==> config.mk <==
export PLATFORM = sky130hd
export DESIGN_NAME = barramento_snoop
export DESIGN_NICKNAME = d
export VERILOG_FILES = /design/src/rtl/barramento_pkg.sv /design/src/rtl/arbitro_rr.sv /design/src/rtl/barramento_snoop.sv
export SDC_FILE = /design/constraint.sdc
export NUM_CORES = 1
export LEC_CHECK = 0
export ABC_AREA = 1
export CORE_MARGIN = 4
export CORE_UTILIZATION = 31
export CTS_CLUSTER_DIAMETER = 80
export DETAILED_ROUTE_END_ITERATION = 10
export HOLD_SLACK_MARGIN = 0.06
export PLACE_DENSITY = 0.52
export SKIP_CTS_REPAIR_TIMING = 1
export SLEW_MARGIN = 20
export SYNTH_ARGS = -nofsm -noshare
export SYNTH_HDL_FRONTEND = slang
export SYNTH_SLANG_ARGS = --single-unit
==> constraint.sdc <==
create_clock -name clock -period 2.7 [get_ports clock]
set_input_delay 0.27 -clock clock [delete_from_list [all_inputs] [get_ports clock]]
set_output_delay 0.27 -clock clock [all_outputs]
set_load 0.01 [all_outputs]
==> src/rtl/barramento_pkg.sv <==
// Shared codes for the MSI snooping bus: bus messages, memory op, MSI states and bus FSM states.
package barramento_pkg;

    localparam int unsigned MSG_W = 2;

    typedef enum logic [MSG_W-1:0] {
        MSG_INVALIDAR  = 2'b00,
        MSG_READ_MISS  = 2'b01,
        MSG_WRITE_MISS = 2'b10,
        MSG_NENHUMA    = 2'b11
    } msg_t;

    typedef enum logic {
        OP_LEITURA = 1'b0,
        OP_ESCRITA = 1'b1
    } mem_op_t;

    typedef enum logic [1:0] {
        MSI_I = 2'b00,
        MSI_S = 2'b01,
        MSI_M = 2'b10
    } msi_t;

    typedef enum logic [2:0] {
        OCIOSO  = 3'd0,
        DIFUNDE = 3'd1,
        COLETA  = 3'd2,
        MEMORIA = 3'd3,
        LIBERA  = 3'd4,
        CONCLUI = 3'd5
    } estado_t;

endpackage

==> src/rtl/arbitro_rr.sv <==
// N-way round-robin arbiter: search starts one past the last granted node.
module arbitro_rr #(
    parameter  int unsigned N     = 3,
    localparam int unsigned IDX_W = $clog2(N)
) (
    input  logic             clock,
    input  logic             reset_n,
    input  logic [N-1:0]     pedido,
    input  logic             avanca,
    output logic [N-1:0]     vencedor_c,
    output logic [IDX_W-1:0] indice_c,
    output logic             valido_c
);

    logic [IDX_W-1:0] ptr;

    always_comb begin
        int idx;
        vencedor_c = '0;
        indice_c   = '0;
        valido_c   = 1'b0;
        idx        = 0;
        for (int k = 0; k < int'(N); k++) begin
            idx = int'(ptr) + k;
            if (idx >= int'(N)) idx = idx - int'(N);
            if (!valido_c && pedido[IDX_W'(idx)]) begin
                valido_c              = 1'b1;
                vencedor_c[IDX_W'(idx)] = 1'b1;
                indice_c              = IDX_W'(idx);
            end
        end
    end

    always_ff @(posedge clock or negedge reset_n) begin
        if (!reset_n) begin
            ptr <= '0;
        end else if (avanca && valido_c) begin
            ptr <= (indice_c == IDX_W'(N - 1)) ? '0 : indice_c + IDX_W'(1);
        end
    end

endmodule

==> src/rtl/barramento_snoop.sv <==
// Snooping bus for MSI nodes: arbitrate, broadcast, collect aborts, run memory access.
// Optional memory-wait timeout enabled by defining BARRAMENTO_TIMEOUT_EN.
module barramento_snoop
    import barramento_pkg::*;
#(
    parameter int unsigned N_NOS  = 3,
    parameter int unsigned ADDR_W = 8
`ifdef BARRAMENTO_TIMEOUT_EN
    ,
    parameter int unsigned TIMEOUT_CICLOS = 16
`endif
) (
    input  logic                    clock,
    input  logic                    reset_n,
    input  logic [N_NOS-1:0]        req,
    input  logic [2*N_NOS-1:0]      msg_in,
    input  logic [ADDR_W*N_NOS-1:0] end_in,
    output logic [N_NOS-1:0]        grant,
    output logic [2*N_NOS-1:0]      entradaBarramento,
    output logic [ADDR_W-1:0]       end_snoop,
    input  logic [N_NOS-1:0]        writeBack_in,
    input  logic [N_NOS-1:0]        abortAccessMemory_in,
    output logic                    mem_req,
    output logic                    mem_we,
    output logic [ADDR_W-1:0]       mem_end,
    input  logic                    mem_ack,
    output logic [N_NOS-1:0]        concluido,
    output logic                    ocupado
`ifdef BARRAMENTO_TIMEOUT_EN
    ,
    output logic                    erro_timeout
`endif
);

    localparam int unsigned IDX_W = $clog2(N_NOS);

    estado_t             estado, estado_nx;
    logic [N_NOS-1:0]    elegivel, vencedor_c, vencedor;
    logic [IDX_W-1:0]    indice_c;
    logic                valido_c;
    msg_t                msg_sel, msg_r;
    logic [ADDR_W-1:0]   addr_sel, addr_r;
    logic [N_NOS-1:0]    abort_out, dono;
    logic                escreve_c, expira_c;

    logic [N_NOS-1:0]    grant_d, concluido_d;
    logic [2*N_NOS-1:0]  entrada_d;
    logic [ADDR_W-1:0]   end_snoop_d, mem_end_d;
    logic                mem_req_d, mem_we_d, ocupado_d;

    // A request carrying semMensagem never competes for the bus.
    always_comb begin
        elegivel = '0;
        for (int i = 0; i < int'(N_NOS); i++) begin
            elegivel[i] = req[i] && (msg_in[2*i +: 2] != MSG_NENHUMA);
        end
    end

    arbitro_rr #(.N(N_NOS)) u_arbitro (
        .clock      (clock),
        .reset_n    (reset_n),
        .pedido     (elegivel),
        .avanca     (estado == OCIOSO),
        .vencedor_c (vencedor_c),
        .indice_c   (indice_c),
        .valido_c   (valido_c)
    );

    assign msg_sel  = msg_t'(msg_in[{indice_c, 1'b0} +: 2]);
    assign addr_sel = end_in[ADDR_W*indice_c +: ADDR_W];

    // Lowest-index aborting non-winner is the owner; its writeBack only matters alongside the abort.
    assign abort_out = abortAccessMemory_in & ~vencedor;
    assign dono      = abort_out & (~abort_out + N_NOS'(1));
    assign escreve_c = |(dono & (abortAccessMemory_in | writeBack_in));

`ifdef BARRAMENTO_TIMEOUT_EN
    localparam int unsigned CNT_W = $clog2(TIMEOUT_CICLOS + 1);
    logic [CNT_W-1:0] cont;

    assign expira_c = (cont == CNT_W'(TIMEOUT_CICLOS - 1));

    always_ff @(posedge clock or negedge reset_n) begin
        if (!reset_n) begin
            cont         <= '0;
            erro_timeout <= 1'b0;
        end else begin
            cont         <= (estado == MEMORIA) ? cont + CNT_W'(1) : '0;
            erro_timeout <= (estado == MEMORIA) && !mem_ack && expira_c;
        end
    end
`else
    assign expira_c = 1'b0;
`endif

    always_ff @(posedge clock or negedge reset_n) begin
        if (!reset_n) estado <= OCIOSO;
        else          estado <= estado_nx;
    end

    always_comb begin
        estado_nx = estado;
        case (estado)
            OCIOSO:  if (valido_c) estado_nx = DIFUNDE;
            DIFUNDE: estado_nx = COLETA;
            COLETA:  estado_nx = (msg_r == MSG_INVALIDAR) ? CONCLUI : MEMORIA;
            MEMORIA: if (mem_ack || expira_c) estado_nx = LIBERA;
            LIBERA:  estado_nx = CONCLUI;
            CONCLUI: estado_nx = OCIOSO;
            default: estado_nx = OCIOSO;
        endcase
    end

    // Next values of the registered outputs, keyed on the state being entered.
    always_comb begin
        grant_d     = '0;
        concluido_d = '0;
        entrada_d   = '1;
        end_snoop_d = end_snoop;
        mem_we_d    = mem_we;
        mem_end_d   = mem_end;
        mem_req_d   = (estado_nx == MEMORIA);
        ocupado_d   = (estado_nx != OCIOSO);
        case (estado_nx)
            DIFUNDE: begin
                grant_d     = vencedor_c;
                end_snoop_d = addr_sel;
                for (int j = 0; j < int'(N_NOS); j++) begin
                    entrada_d[2*j +: 2] = vencedor_c[j] ? MSG_NENHUMA : msg_sel;
                end
            end
            COLETA, MEMORIA, LIBERA: grant_d = vencedor;
            CONCLUI: concluido_d = vencedor;
            default: ;
        endcase
        if (estado == COLETA && estado_nx == MEMORIA) begin
            mem_we_d  = escreve_c;
            mem_end_d = addr_r;
        end
    end

    always_ff @(posedge clock or negedge reset_n) begin
        if (!reset_n) begin
            vencedor          <= '0;
            msg_r             <= MSG_NENHUMA;
            addr_r            <= '0;
            grant             <= '0;
            concluido         <= '0;
            entradaBarramento <= '1;
            end_snoop         <= '0;
            mem_req           <= 1'b0;
            mem_we            <= 1'b0;
            mem_end           <= '0;
            ocupado           <= 1'b0;
        end else begin
            if (estado == OCIOSO && valido_c) begin
                vencedor <= vencedor_c;
                msg_r    <= msg_sel;
                addr_r   <= addr_sel;
            end
            grant             <= grant_d;
            concluido         <= concluido_d;
            entradaBarramento <= entrada_d;
            end_snoop         <= end_snoop_d;
            mem_req           <= mem_req_d;
            mem_we            <= mem_we_d;
            mem_end           <= mem_end_d;
            ocupado           <= ocupado_d;
        end
    end

endmodule

==> results of run 1 <==
-- cell usage in the layout (no fill, tap or decap) --
master,instances
a22oi_1,1
ha_1,4
nand2_1,95
inv_2,4
o21ai_0,5
buf_2,1
bufinv_16,1
nand3_2,22
dfstp_2,8
a31oi_1,1
nand2_4,1
nor3_1,1
clkinvlp_4,1
nand3_1,28
o211ai_1,1
nor2_2,1
buf_4,7
inv_4,1
a41oi_1,1
nor2_1,15
nor2_4,1
inv_1,16
nand2_2,11
o21ai_1,6
nand4_1,13
clkdlybuf4s50_1,68
dfrtp_1,41
clkbuf_8,6
-- logic make-up after synthesis --
group	count (synthesis)	synth area share, %
buf+inv	29	5.87
fa+ha+maj	4	2.02
compound gates	15	3.44
simple gates	188	38.7
flops	49	50.0
-- report_power, final --
| part | internal (mW) | switching, mW | leakage, nW |
|---|---|---|---|
| clock | 0.301 | 0.241 | 0.0574 |
| sequential | 1.05 | 0.148 | 0.607 |
| combinational | 0.910 | 1.40 | 0.965 |
-- through the flow --
stage | util, % | hold WS [ns] | setup WS, ns
final | 43.9 | 0.103 | 0.404
after global routing | 43.9 | 0.185 | 0.183
after CTS | 43.9 | 0.147 | 0.379
after detailed placement | 42.4 | 0.459 | 0.402
after global placement | 42.4 | 0.459 | 0.407
after floorplan | - | -0.0256 | 0.824
-- final timing paths --
check / from / endpoint / depth (start not counted) / slack [ns]
hold reg to reg: mem_end[2]$_DFFE_PN0P_ / mem_end[2]$_DFFE_PN0P_ / 2 / 0.48
setup / recovery: u_arbitro.ptr[0]$_DFFE_PN0P_ / end_snoop[1]$_DFFE_PN0N_ / 14 / 0.40
setup reg to reg: u_arbitro.ptr[0]$_DFFE_PN0P_ / end_snoop[1]$_DFFE_PN0N_ / 14 / 0.40
min in group clock: mem_end[2]$_DFFE_PN0P_ / mem_end[2]$_DFFE_PN0P_ / 2 / 0.48
hold / removal: reset_n / mem_end[5]$_DFFE_PN0P_ / 1 / 0.10
max in group asynchronous: reset_n / entradaBarramento[2]$_DFF_PN1_ / 2 / 1.87
-- critical path, cell delays in order, from the launching register on --
cell     delay, ns
dfrtp_1       0.39
inv_1         0.09
ha_1          0.40
inv_2         0.15
nand3_1       0.09
nand3_1       0.09
nand2_2       0.10
nand3_2       0.12
nor2_2        0.05
nor2_4        0.27
buf_4         0.22
nand3_2       0.08
nand3_2       0.08
nand2_2       0.06
nand2_1       0.07
-- final cells by class --
type	instances	area share (%)
tap	102	3.76
timing repair buffer	76	21.7
clock inverter	2	1.11
multi-input combinational	207	32.2
sequential	49	36.4
clock buffer	6	2.43
inverter	21	2.39
-- registers in the layout (all words and copies together), names as in the netlist --
| name | cells |
|---|---|
| u_arbitro.ptr | 2 |
| estado | 3 |
| grant | 3 |
| msg_r | 2 |
| vencedor | 3 |
| ocupado | 1 |
| mem_req | 1 |
| mem_end | 8 |
| concluido | 3 |
| entradaBarramento | 6 |
| addr_r | 8 |
| mem_we | 1 |
| end_snoop | 8 |
-- layer usage --
metal / GRT usage (%) / part of all wire [%] / vias up
li1: - / - / 1090
met1: 16.8 / 47 / 946
met2: 21.8 / 48 / 40
met3: 1.72 / 3.6 / 6
met4: 5.43 / 1.6 / 0
met5: 0 / 0 / -
==> qor.csv, run 1 <==
metric,value,unit
status,"complete, no violations",
fillers,764,
Pleak,1.63,nW
post-layout min period,2.30,ns
Slew headroom,37.2,%
post-DR vias/cell,4.50,
"area leader, netlist",dfrtp_1,
clock transition at the registers of the reported paths,0.09,ns
Final TNS setup,0,ns
Storage cell area,0.00124,mm²
Post-Syn Area,0.00247,mm²
RSZ-0062 raised after global routing,false,
largest net degree at the start of global routing,45,
Port Buffers,69,
first-pass GRT wire length,10.1,mm
via count,2082,
area of the multi-input gates,0.00109,mm²
CORE AREA,0.00773,mm²
placed cell area,0.00328,mm²
post-synthesis async set-or-reset flop share,100,%
antenna cells,0,
syn_nets,331,
chip height,97.3,µm
clock root cell,clkbuf_8,
die extent in x,97.3,µm
total wire length,5.97,mm
synth top area cells,"dfrtp_1, nand2_1, nand3_2",
Initial Utilization,32.0,%
Routed wire per std cell,12.9,µm
Yosys reg bits,49,
layout overhead on the synthesized area,37.3,%
grt ovf,0,
Worst Path Required,2.95,ns
row cnt,32,
hold crit path type,in2async,
post-synthesis sequential area ratio,50.0,%
Crit. End Element,flip-flop,
Post-Layout Cell Count,463,
max_cap viols,0,
share of layout cells above drive strength 1,18.0,%
Layout Nets,406,
Cells after DPL,455,
Worst-Skew Late Latency,0.31,ns
die area,0.00947,mm²
synth unique cells,27,
DP HPWL,4.68,mm
Initial DRT Pass Iterations,4,
CTS sink count,49,
GP Congestion,0.860,
startpoint types,flip-flop,
Initial DRC Count,48,
critical path arrival,2.54,ns
slew at the pin closest to its max-slew limit,0.942,ns
total power,4.04,mW
Synth top cells by count,"nand2_1, dfrtp_1, nand3_1",
count of final setup violators,0,
yosys synthesis warning count,0,
residual DRC count,0,
top_reg_cell synth,dfrtp_1,
Total Routing Usage GR,13.0,%
Synth Area per Inst,8.68,µm²
maximum buffer depth of the clock tree,2,
vias in the first global route,2136,
CTS H-tree lvls,2,
Final Hold Viols,0,
Max Clock Skew,0.00691,ns
Final Cell Area,0.00340,mm²
antenna violations before repair,0,
Synth top area share,41.5,%
fmax,0.435,GHz
Final period util,85.1,%
CTS tree,built,
power density over the cells,1190,mW/mm²
top-count cell post-synth,nand2_1,
maximum vdd drop,0.428,mV
io pins,73,
critical path class,reg2reg,
CTS Buf Count,5,
"Max FO, Critical Path",9,
"EDFF count, synth",0,
post-route ant nets,0,
cell count after synthesis,285,
Max Slew Vio Count,0,
(Power assumes the default switching activity.)
==> inputs of run 2 (changes only) <==
Settings changed: CAP_MARGIN set to 10.
==> results of run 2 <==
No change in the layout: final DEF, timing and power equal those of run 1.
==> inputs of run 3 (changes only) <==
Settings changed: CTS_CLUSTER_SIZE set to 30.
==> results of run 3 <==
No change in the layout: final DEF, timing and power equal those of run 1.
